**src/rtl/uart_pkg.sv**
```systemverilog
// Shared UART definitions: frame geometry, default bit timing and the
// receive FSM state encoding.
package uart_pkg;

   localparam int DATA_BITS            = 8;
   localparam int DEFAULT_CLKS_PER_BIT = 217;   // 25 MHz / 115200 baud

   typedef enum logic [1:0] {
      IDLE  = 2'd0,
      START = 2'd1,
      DATA  = 2'd2,
      STOP  = 2'd3
   } rx_state_t;

endpackage

```
**src/rtl/uart_byte_fifo.sv**
```systemverilog
// Show-ahead byte FIFO. The head entry is always visible on data_out, so the
// storage is read combinationally. A push into a full FIFO is accepted only
// when a pop happens on the same edge.
module uart_byte_fifo
   import uart_pkg::*;
#(
   parameter int DEPTH = 4,
   parameter int CNT_W = $clog2(DEPTH + 1)
) (
   input  logic                 clk,
   input  logic                 rst_n,
   input  logic                 push,
   input  logic [DATA_BITS-1:0] data_in,
   output logic                 full,
   input  logic                 pop,
   output logic [DATA_BITS-1:0] data_out,
   output logic                 empty,
   output logic [CNT_W-1:0]     count
);

   localparam int PTR_W = $clog2(DEPTH);

   logic [DATA_BITS-1:0] mem [DEPTH];
   logic [PTR_W-1:0]     wr_ptr;
   logic [PTR_W-1:0]     rd_ptr;
   logic                 wr_en;
   logic                 rd_en;

   assign full  = (count == CNT_W'(DEPTH));
   assign empty = (count == '0);
   assign rd_en = pop & ~empty;
   assign wr_en = push & (~full | rd_en);

   // Head byte is forced to zero while empty so the output is clean at reset.
   assign data_out = empty ? '0 : mem[rd_ptr];

   // Storage write; contents need no reset because empty masks the output.
   always_ff @(posedge clk) begin
      if (wr_en) begin
         mem[wr_ptr] <= data_in;
      end
   end

   // Pointers wrap naturally because DEPTH is a power of two.
   always_ff @(posedge clk or negedge rst_n) begin
      if (!rst_n) begin
         wr_ptr <= '0;
         rd_ptr <= '0;
         count  <= '0;
      end else begin
         if (wr_en) begin
            wr_ptr <= wr_ptr + PTR_W'(1);
         end
         if (rd_en) begin
            rd_ptr <= rd_ptr + PTR_W'(1);
         end
         case ({wr_en, rd_en})
            2'b10:   count <= count + CNT_W'(1);
            2'b01:   count <= count - CNT_W'(1);
            default: count <= count;
         endcase
      end
   end

endmodule

```
**src/rtl/uart_rx_buffered.sv**
```systemverilog
// 8N1 UART receiver with mid-bit sampling, stop-bit framing check and a
// show-ahead receive FIFO drained by a valid/ready handshake.
module uart_rx_buffered
   import uart_pkg::*;
#(
   parameter int CLKS_PER_BIT = DEFAULT_CLKS_PER_BIT,
   parameter int FIFO_DEPTH   = 4,
   parameter int CNT_W        = $clog2(FIFO_DEPTH + 1)
) (
   input  logic                 i_Clock,
   input  logic                 i_Rst_n,
   input  logic                 i_RX_Serial,
   output logic [DATA_BITS-1:0] o_RX_Byte,
   output logic                 o_RX_Valid,
   input  logic                 i_RX_Ready,
   output logic                 o_Frame_Err,
   output logic                 o_Overrun,
   output logic                 o_RX_Busy,
   output logic [CNT_W-1:0]     o_Fifo_Count
);

   localparam int CW    = $clog2(CLKS_PER_BIT);
   localparam int IDX_W = $clog2(DATA_BITS);
   localparam logic [CW-1:0]    MID_CNT  = CW'((CLKS_PER_BIT - 1) / 2);
   localparam logic [CW-1:0]    LAST_CNT = CW'(CLKS_PER_BIT - 1);
   localparam logic [IDX_W-1:0] LAST_IDX = IDX_W'(DATA_BITS - 1);

   logic                 rx_meta;
   logic                 rx_s;
   rx_state_t            state, state_next;
   logic [CW-1:0]        clk_cnt, clk_cnt_next;
   logic [IDX_W-1:0]     bit_idx, bit_idx_next;
   logic [DATA_BITS-1:0] shift, shift_next;
   logic                 push_pend, push_next;
   logic                 frame_err, frame_err_next;
   logic                 overrun;
   logic                 fifo_full;
   logic                 fifo_empty;
   logic                 pop;

   // Two-flop synchroniser; resets to the idle (high) line level.
   always_ff @(posedge i_Clock or negedge i_Rst_n) begin
      if (!i_Rst_n) begin
         rx_meta <= 1'b1;
         rx_s    <= 1'b1;
      end else begin
         rx_meta <= i_RX_Serial;
         rx_s    <= rx_meta;
      end
   end

   // FSM, bit timing and the registered push / framing-error strobes.
   always_ff @(posedge i_Clock or negedge i_Rst_n) begin
      if (!i_Rst_n) begin
         state     <= IDLE;
         clk_cnt   <= '0;
         bit_idx   <= '0;
         shift     <= '0;
         push_pend <= 1'b0;
         frame_err <= 1'b0;
      end else begin
         state     <= state_next;
         clk_cnt   <= clk_cnt_next;
         bit_idx   <= bit_idx_next;
         shift     <= shift_next;
         push_pend <= push_next;
         frame_err <= frame_err_next;
      end
   end

   // Next-state logic: count to mid start bit, then a full bit per sample.
   always_comb begin
      state_next     = state;
      clk_cnt_next   = clk_cnt + CW'(1);
      bit_idx_next   = bit_idx;
      shift_next     = shift;
      push_next      = 1'b0;
      frame_err_next = 1'b0;
      case (state)
         IDLE: begin
            clk_cnt_next = '0;
            if (!rx_s) begin
               state_next = START;
            end
         end
         START: begin
            if (clk_cnt == MID_CNT) begin
               clk_cnt_next = '0;
               if (!rx_s) begin
                  state_next   = DATA;
                  bit_idx_next = '0;
               end else begin
                  state_next = IDLE;   // start bit did not survive: glitch
               end
            end
         end
         DATA: begin
            if (clk_cnt == LAST_CNT) begin
               clk_cnt_next        = '0;
               shift_next[bit_idx] = rx_s;
               if (bit_idx == LAST_IDX) begin
                  state_next = STOP;
               end else begin
                  bit_idx_next = bit_idx + IDX_W'(1);
               end
            end
         end
         STOP: begin
            if (clk_cnt == LAST_CNT) begin
               clk_cnt_next = '0;
               state_next   = IDLE;    // re-arm mid stop bit
               if (rx_s) begin
                  push_next = 1'b1;
               end else begin
                  frame_err_next = 1'b1;
               end
            end
         end
         default: begin
            state_next = IDLE;
         end
      endcase
   end

   assign pop = ~fifo_empty & i_RX_Ready;

   // A byte is lost only when the FIFO is full and nothing drains this edge.
   always_ff @(posedge i_Clock or negedge i_Rst_n) begin
      if (!i_Rst_n) begin
         overrun <= 1'b0;
      end else begin
         overrun <= push_pend & fifo_full & ~pop;
      end
   end

   uart_byte_fifo #(
      .DEPTH (FIFO_DEPTH),
      .CNT_W (CNT_W)
   ) u_fifo (
      .clk      (i_Clock),
      .rst_n    (i_Rst_n),
      .push     (push_pend),
      .data_in  (shift),
      .full     (fifo_full),
      .pop      (pop),
      .data_out (o_RX_Byte),
      .empty    (fifo_empty),
      .count    (o_Fifo_Count)
   );

   assign o_RX_Valid  = ~fifo_empty;
   assign o_Frame_Err = frame_err;
   assign o_Overrun   = overrun;
   assign o_RX_Busy   = (state != IDLE);

endmodule
```
**config.mk**
```make
export PLATFORM = sky130hd
export DESIGN_NAME = uart_rx_buffered
export DESIGN_NICKNAME = d
export VERILOG_FILES = /design/src/rtl/uart_pkg.sv /design/src/rtl/uart_byte_fifo.sv /design/src/rtl/uart_rx_buffered.sv
export SDC_FILE = /design/constraint.sdc
export NUM_CORES = 1
export LEC_CHECK = 0
export ABC_AREA = 1
export BUFFER_PORTS_ARGS = -buffer_cell sky130_fd_sc_hd__buf_2
export CAP_MARGIN = 5
export CORE_UTILIZATION = 45
export CTS_CLUSTER_SIZE = 12
export DETAILED_ROUTE_END_ITERATION = 12
export GPL_TIMING_DRIVEN = 0
export SLEW_MARGIN = 30
export SYNTH_ARGS = -nofsm -noshare
export SYNTH_HDL_FRONTEND = slang
export SYNTH_SLANG_ARGS = --single-unit
```
**constraint.sdc**
```tcl
create_clock -name i_Clock -period 3.44 [get_ports i_Clock]
set_input_delay 0.86 -clock i_Clock [delete_from_list [all_inputs] [get_ports i_Clock]]
set_output_delay 0.86 -clock i_Clock [all_outputs]
set_load 0.02 [all_outputs]
```
# Word level (Yosys, flattened, before mapping)
# Memory sizes are Yosys's and may differ from the RTL's.
# Cells that the tools add are included.
# op_classes
add_sub_neg	6
reduce_logical	10
n_eq_ne	16
magnitude_cmp	2
n_mux	28
n_bitwise	9
# ops
cell	count
$mux 8	3
$pmux 8 s3	1
$ne 2x2->1 const B	7
$mux 2	6
$mux 3	4
$pmux 3 s2	2
$reduce_and 5->1	2
$mux 1	9
$add 8x1->8 const B	1
$bwmux 8	1
$eq 8x7->1 const B	1
$eq 8x8->1 const B	1
$pmux 2 s4	1
$add 3x1->3 const B	2
$eq 2x2->1 const B	3
$eq 3x3->1 const B	2
$reduce_bool 2->1	3
$and 1x1->1	5
$add 2x1->2 const B	2
$eq 2x1->1 const B	2
$lt 3x4->1 const B	1
$demux 1 s3	1
$ge 3x1->1 const B	1
$logic_not 3->1	1
other kinds (7)	9
# totals
ram_bits	32
out_inout_bits	15
wordCells	84
reg_bits	33
mem_count	1
# mem_list
memory	words	width	read_ports	rd_clocked_by_memory_dff	wr	line	rtl
u_fifo.mem	4	8	1	0	1	uart_byte_fifo.sv:23	logic [DATA_BITS-1:0] mem [DEPTH];

# Longest topological paths before layout
# Gate-level depths: netlist of run 1.
# depth
word_depth	8
ltp_mapped	10
mapped_depth_nobuf	10

# By module
# Synthesis of run 1 repeated with hierarchy kept, for this count alone.
# hier_totals
hier_cells	340
area_unflattened_um2	3140.5
# by_module_without_submodules
mod	seq_area_each_um2	area_each_um2	cells_each	n_inst
uart_byte_fifo	1136.1	1844.3	185	1
uart_rx_buffered	653.1	1296.2	155	1

# Worst setup path before layout of run 1
# OpenSTA, ideal clock, no wires.
# synth_path
kind	register to output
start	register u_fifo.count[2]
end	output port o_RX_Byte[0]
slack_ps	1286
stages_incl_launch_ff	5
arrival_ps	1294
n_path_buf	0
path_cell_list	dfrtp_1 inv_1 nand2_2 inv_1 a21oi_1
# synth_between
elab_chain_len	2
# synth_rtl
item	line	rtl
start: declaration	uart_byte_fifo.sv:18	output logic [CNT_W-1:0] count
start signal: assignment	uart_byte_fifo.sv:58	2'b10: count <= count + CNT_W'(1);
start signal: assignment	uart_byte_fifo.sv:59	2'b01: count <= count - CNT_W'(1);
start signal: assignment	uart_byte_fifo.sv:60	default: count <= count;
$logic_not 3->1	uart_byte_fifo.sv:30	assign empty = (count == '0);
$mux 8	uart_byte_fifo.sv:35	assign data_out = empty ? '0 : mem[rd_ptr];
end: declaration	uart_rx_buffered.sv:13	output logic [DATA_BITS-1:0] o_RX_Byte,
# No other way between the ends.

# Worst setup path in the final report of run 1
# layout_path
start	register u_fifo.rd_ptr[0]
end	output port o_RX_Byte[2]
# layout_between
elab_chain_len	2
# layout_rtl
item	line	rtl
start: declaration	uart_byte_fifo.sv:25	logic [PTR_W-1:0] rd_ptr;
start signal: assignment	uart_byte_fifo.sv:55	rd_ptr <= rd_ptr + PTR_W'(1);
$mem_v2 4x8	--	
$mux 8	uart_byte_fifo.sv:35	
# No other way between the ends.

==> results of run 1 <==
[cell families (layout without fill, tap and decap cells)]
group	Yosys count	count (layout)	synth area share, %
adders and majority gates	9	9	4.066
xor gates and xnor gates	5	5	1.482
DFF	65	65	60.57
buffers and inverters	42	76	5.802
AOI/OAI and AO/OA	48	48	8.386
and+or+nand+nor	126	126	19.70
[state kept, by name, indices dropped and copies added (netlist names), 2 cells and up, named ones only]
signal,flops
bit_idx,3
clk_cnt,8
u_fifo.wr_ptr,2
u_fifo.count,3
shift,8
u_fifo.mem,32
u_fifo.rd_ptr,2
[final timing paths]
check | startpoint | cells past startpoint | endpoint | slack, ns
max reg2reg | u_fifo.count[2]$_DFFE_PN0P_ | 6 | u_fifo.mem[0][3]$_DFFE_PP_ | 1.60
max | u_fifo.rd_ptr[0]$_DFFE_PN0N_ | 6 | o_RX_Byte[2] | 0.65
min | rx_meta$_DFF_PN1_ | 0 | rx_s$_DFF_PN1_ | 0.36
min reg2reg | rx_meta$_DFF_PN1_ | 0 | rx_s$_DFF_PN1_ | 0.36
max in group asynchronous | i_Rst_n | 1 | bit_idx[1]$_DFFE_PN0P_ | 2.41
min in group asynchronous | i_Rst_n | 1 | clk_cnt[7]$_DFF_PN0_ | 0.57
[through the flow]
stage	cells	worst slack [ns]	util (%)	hold WS, ns	area (um^2)
finish	406	0.6522	53.14	0.3578	3374
global route	406	0.4951	53.14	0.3585	3374
CTS	406	0.6283	53.14	0.3578	3374
detailed placement	390	1.001	49.46	0.3479	3141
global placement	390	1.069	49.46	0.3474	3141
floorplan	295	1.286	-	0.3452	2954
[synth_stat cells]
| cell type | count |
|---|---|
| nor2_1 | 57 |
| a21oi_1 | 14 |
| nand3_2 | 2 |
| nor3b_2 | 1 |
| inv_1 | 31 |
| buf_6 | 1 |
| nand2_2 | 3 |
| o21ai_1 | 10 |
| o31ai_1 | 3 |
| dfrtp_1 | 31 |
| nor2_4 | 2 |
| nand2_1 | 38 |
| nor2_2 | 2 |
| xor2_1 | 5 |
| nor2_8 | 1 |
| edfxtp_1 | 32 |
| nand2_4 | 2 |
| clkbuf_1 | 1 |
| clkinv_1 | 1 |
| nor3_1 | 2 |
| o21ai_0 | 21 |
| dfstp_2 | 2 |
| nand3b_1 | 1 |
| fa_1 | 1 |
| nand4_1 | 3 |
| buf_2 | 3 |
| inv_4 | 1 |
| nand3_1 | 12 |
| ha_1 | 8 |
| inv_2 | 4 |
[worst max-delay path, delay by kind of cell, from the launching register on]
family          cells  cell delay, ns
flops               1            0.36
buf+inv             4            0.83
compound gates      2            0.39
[layer usage]
layer  vias up  track usage [%]  part of all wire [%]
li1       1026                -                     -
met1       954            21.93                    48
met2        44            27.27                    46
met3         9            3.678                   3.1
met4         0            9.404                   2.4
met5         -                0                     0
[cell type report]
| class | instances | area, um^2 |
|---|---|---|
| Tap cell | 77 | 96.34 |
| Buffer | 5 | 30.03 |
| Timing Repair Buffer | 18 | 90.09 |
| Clock inverter | 6 | 106.4 |
| Inverter | 37 | 141.4 |
| Sequential cell | 65 | 1789 |
| Fill cell | 579 | 2975 |
| Clock buffer | 10 | 127.6 |
| Multi-Input combinational cell | 188 | 993.5 |
[power by group through the flow]
| stage | clock network, uW | registers, uW | logic [uW] |
|---|---|---|---|
| 2_1_floorplan | 0 | 903 | 407 |
| 3_3_place_gp | 0 | 883 | 589 |
| 3_5_place_dp | 0 | 884 | 606 |
| 4_1_cts | 779 | 868 | 606 |
| 5_1_grt | 814 | 872 | 674 |
| 6_report | 765 | 868 | 594 |
==> reports/qor.txt, run 1 <==
Status: completed
Commonest non-fill, non-tap cells in the layout: nor2_1, nand2_1, edfxtp_1, inv_1, dfrtp_1
Setup TNS: 0 ns
Power Dens Cells: 660.0 nW/um^2
Clock Latency Late Sink: 0.34 ns
Ranking of synthesized cells by area: edfxtp_1, dfrtp_1, nor2_1, nand2_1, inv_1
Number of global-route vias before repair: 1,990
Initial DRC Count: 95
Syn Area/Cell: 10.01 um^2
Vias post-DR: 2,033
DR WL/cell: 12.84 um
Clock share of power: 34.4%
Yosys top cell by area: edfxtp_1
Cell internal pwr: 1519 uW
Core area: 6350 um^2
GR Overflow Total: 0
CP Max Fanout: 10
CTS Buffer Depth: 2
Tot Pwr: 2227 uW
IO Pins: 19
Ys Warns: 0
First-pass GRT wire length: 9170 um
Worst path max stage delay: 0.36 ns
Die width: 83.02 um
Final min period: 2.788 ns
FP Rows: 29
Post-CTS setup repair buffer count: 0
Post-DRT Antenna Nets: 0
Worst min-delay path class: register to register
Worst Setup Start Kind: register
Clock transition at path regs: 0.07 ns
Dpl hpwl: 3581 um
Vias per inst: 5.007
Sw Ratio: 31.81%
Final WL: 5214 um
CTS tree: built
Yosys top cell area share: 32.53%
Final setup fails: 0
Commonest non-fill, non-tap cell in the layout: nor2_1
Die area: 6892 um^2
Period utilization: 81.04%
Clk sink count: 65
Arr. time, crit path: 1.93 ns
Worst Tran Pin Value: 0.7286 ns
Library cells used by synthesis: 30
Clock skew: 0.008105 ns
H-tree Lvls: 3
Slowest-stage cell, CP: dfrtp_1
Sw power: 708.4 uW
Post-CTS resize count: 0
Die height: 83.02 um
Ant. Diodes: 0
Max Freq: 0.3587 GHz
Critical Path End Type: output port
Layout cells sized above 1: 17.02%
Largest net degree at the start of global routing: 34
Synthesized net count: 308
Cts bufs inserted: 9
Number of synthesized register bits: 65
Critical path class: register to output port
Post-synthesis sequential area ratio: 60.57%
Combinational share of power: 26.7%
RSZ-0062 raised after global routing: false
GP Congestion: 0.8099
Initial Utilization: 46.52%
Pleak: 0.001516 uW
Final nets: 337
Clk root buf: clkbuf_8
Syn-to-layout area delta: 14.23%
Post-Syn Area: 2954 um^2
CTS Hold Bufs: 0
Headroom to the max-slew limit: 51.25%
Worst EP required: 2.58 ns
Most used cell along the critical path: buf_2
I/O Buffers: 18
Maxcap violations: 0
Drt first pass iters: 4
Final Max Tran Viols: 0
Initial antenna violation count: 0
Hold Vio Cnt, Final: 0
Residual DRC: 0
Maximum VDD drop: 0.4188 mV
Global-route usage over all layers: 17.15%
Cells after Synth: 295
Worst-path cell chain: buf_2 > inv_2 > clkbuf_1 > o21ai_0 > a21oi_1 > buf_2
Seq pwr share: 39.0%
Power figures use the tool's default switching activity.
==> run 2, diff against run 1 <==
Settings changed: ABC_AREA 1 to 0.
Clock period 3.44 ns to 2.4 ns, I/O delays scaled along.
==> run 2 against run 1 <==
Compared with the run above: die area rose by 0.54%; utilization fell by 0.30 points; sequential power rose by 50%; non-clock buffer count rose by 4; synthesized area rose by 0.55%; clock power rose by 17%; global-route usage fell by 1.6 points; sequential cell count did not move; hold slack got worse by 0.032 ns; wire length fell by 8.6%; synthesized cell count fell by 28%; critical endpoint is now o_RX_Byte[6].
==> reports/qor.txt, run 2 <==
Status: completed
Number of synthesized register bits: 65
Final setup fails: 0
DR WL/cell: 14.88 um
Post-synth top cells: edfxtp_1, dfrtp_1, nor2_1
Die width: 83.25 um
Cells after Synth: 211
Clock skew: 0.004740 ns
Syn-to-layout area delta: 12.97%
Commonest non-fill, non-tap cells in the layout: edfxtp_1, dfrtp_1, buf_2, nor2_1, and2_1
Die height: 83.25 um
Worst min-delay path class: primary input to async pin
Final std cells w/o fill: 320
Die area: 6930 um^2
FP Rows: 29
CTS Buffer Depth: 2
Maxcap violations: 0
Clock Latency Late Sink: 0.33 ns
Initial DRC Count: 59
Period utilization: 95.16%
Setup crit start: u_fifo.rd_ptr[0]$_DFFE_PN0N_
Number of global-route vias before repair: 1,695
Pleak: 0.001427 uW
Clock transition at path regs: 0.07 ns
First-pass GRT wire length: 8252 um
Arr. time, crit path: 1.68 ns
Dpl hpwl: 3126 um
Residual DRC: 0
Worst r2r src: u_fifo.count[0]$_DFFE_PN0P_
Critical Path End Type: output port
H-tree Lvls: 3
GP Congestion: 0.7747
Slowest-stage cell, CP: mux4_2
CP Max Fanout: 10
Biggest register: u_fifo.mem
Post-Syn Area: 2970 um^2
Post-synth ARST share: 50.77%
Synth Flop Type: edfxtp_1
Ranking of synthesized cells by area: edfxtp_1, dfrtp_1, mux4_2, ha_1, and2_1
Initial Utilization: 46.78%
Post-layout util: 52.85%
Ant. Diodes: 0
Worst Setup Start Kind: register
Cells after DPL: 306
Max Freq: 0.4379 GHz
IO Pins: 19
Largest net degree at the start of global routing: 34
Vias per inst: 5.378
I/O Buffers: 18
Library cells used by synthesis: 50
Drt first pass iters: 4
Hold Vio Cnt, Final: 0
Vias post-DR: 1,721
Maximum VDD drop: 0.5622 mV
Global-route usage over all layers: 15.51%
Headroom to the max-slew limit: 50.90%
Synthesized net count: 224
Post-CTS setup repair buffer count: 0
Power Dens Cells: 776.9 nW/um^2
Post-synthesis sequential area ratio: 60.24%
FF-to-FF End: u_fifo.count[1]$_DFFE_PN0P_
CTS Hold Bufs: 0
Core area: 6350 um^2
Biggest regs: u_fifo.mem (32), clk_cnt (8), shift (8)
Worst EP required: 1.80 ns
Post-synth EDFFs: 32
Syn Area/Cell: 14.08 um^2
Ys Warns: 0
Worst-path cell chain: buf_6 > mux4_2 > and2_1 > buf_2
FF-to-FF setup slack: 0.22 ns
Yosys top cell area share: 32.35%
Count leader, synth: edfxtp_1
Initial antenna violation count: 0
Layout cells sized above 1: 24.69%
Yosys top cell by area: edfxtp_1
RSZ-0062 raised after global routing: false
Cts bufs inserted: 9
GR Overflow Total: 0
Clk root buf: clkbuf_8
Post-DRT Antenna Nets: 0
Clk sink count: 65
Final nets: 251
Final WL: 4763 um
Worst path max stage delay: 0.51 ns
Max reg flops: 32
Worst Tran Pin Value: 0.7366 ns
Setup TNS: 0 ns
Critical path class: register to output port
Commonest non-fill, non-tap cell in the layout: edfxtp_1
Final min period: 2.284 ns
Final Max Tran Viols: 0
CTS tree: built
Worst Reg2Reg Path Length in Cells: 7
-- run 2: cells by family (layout without fill, tap and decap cells) --
kind of cell    count (synthesis)  count (layout)  share of synthesized area [%]
fa+ha+maj                       9               9                          4.044
mux                            20              20                          10.61
simple gates                   69              69                          14.49
compound gates                 17              17                          4.550
buf+inv                        20              52                          2.822
xor+xnor                       11              11                          3.243
flops                          65              65                          60.24
-- run 2: routing by layer --
| metal | vias up | wire (um) | GRT usage [%] |
|---|---|---|---|
| li1 | 822 | - | - |
| met1 | 866 | 2235 | 20.38 |
| met2 | 25 | 2291 | 23.77 |
| met3 | 8 | 160 | 4.672 |
| met4 | 0 | 76 | 7.053 |
| met5 | - | 0 | 0 |
-- run 2: per-stage QoR --
stage               area, um^2  setup slack, ns  hold WS (ns)  power (uW)
finish                    3356           0.1161        0.3261        2607
global route              3356          0.01385        0.3276        2758
CTS                       3347          0.02155        0.3391        2638
detailed placement        3157         -0.01443        0.3470        1734
global placement          3157          0.02696        0.3458        1726
floorplan                 2970          0.04065        0.3044        1610
-- run 2: worst max path at each step --
stage                                  endpoint  cells after the start
floorplan           u_fifo.count[1]$_DFFE_PN0P_                      8
detailed placement  u_fifo.count[2]$_DFFE_PN0P_                      8
finish                             o_RX_Byte[6]                      4
CTS                                o_RX_Byte[6]                      3
global route        u_fifo.count[1]$_DFFE_PN0P_                      7
global placement    u_fifo.count[2]$_DFFE_PN0P_                      8
-- run 2: final cells by class --
cell class / instances / area (um^2)
Inverter: 9 / 33.78
Clock buffer: 9 / 123.9
Fill cell: 542 / 2994
Multi-Input combinational cell: 126 / 1102
Clock inverter: 7 / 71.32
Sequential cell: 65 / 1789
Tap cell: 77 / 96.34
Timing Repair Buffer: 18 / 90.09
Buffer: 9 / 48.80
-- run 2: critical path, delay by kind of cell (launching register included) --
family                 cells  cell delay (ns)
AND/OR/NAND/NOR            1             0.17
buffers and inverters      2             0.33
multiplexers               1             0.51
flip-flops                 1             0.34
-- run 2: repair_timing --
item,in CTS,in global routing
resized for setup,1,2
setup endpoints to repair,10,10
pin swaps,0,0
-- run 2: where the power goes --
group	leakage [uW]	total [uW]	switching (uW)	internal, uW
clock	0.0000929	896	419	477
combinational	0.000534	411	213	198
sequential	0.000801	1300	91.8	1210
total	0.00143	2610	725	1880
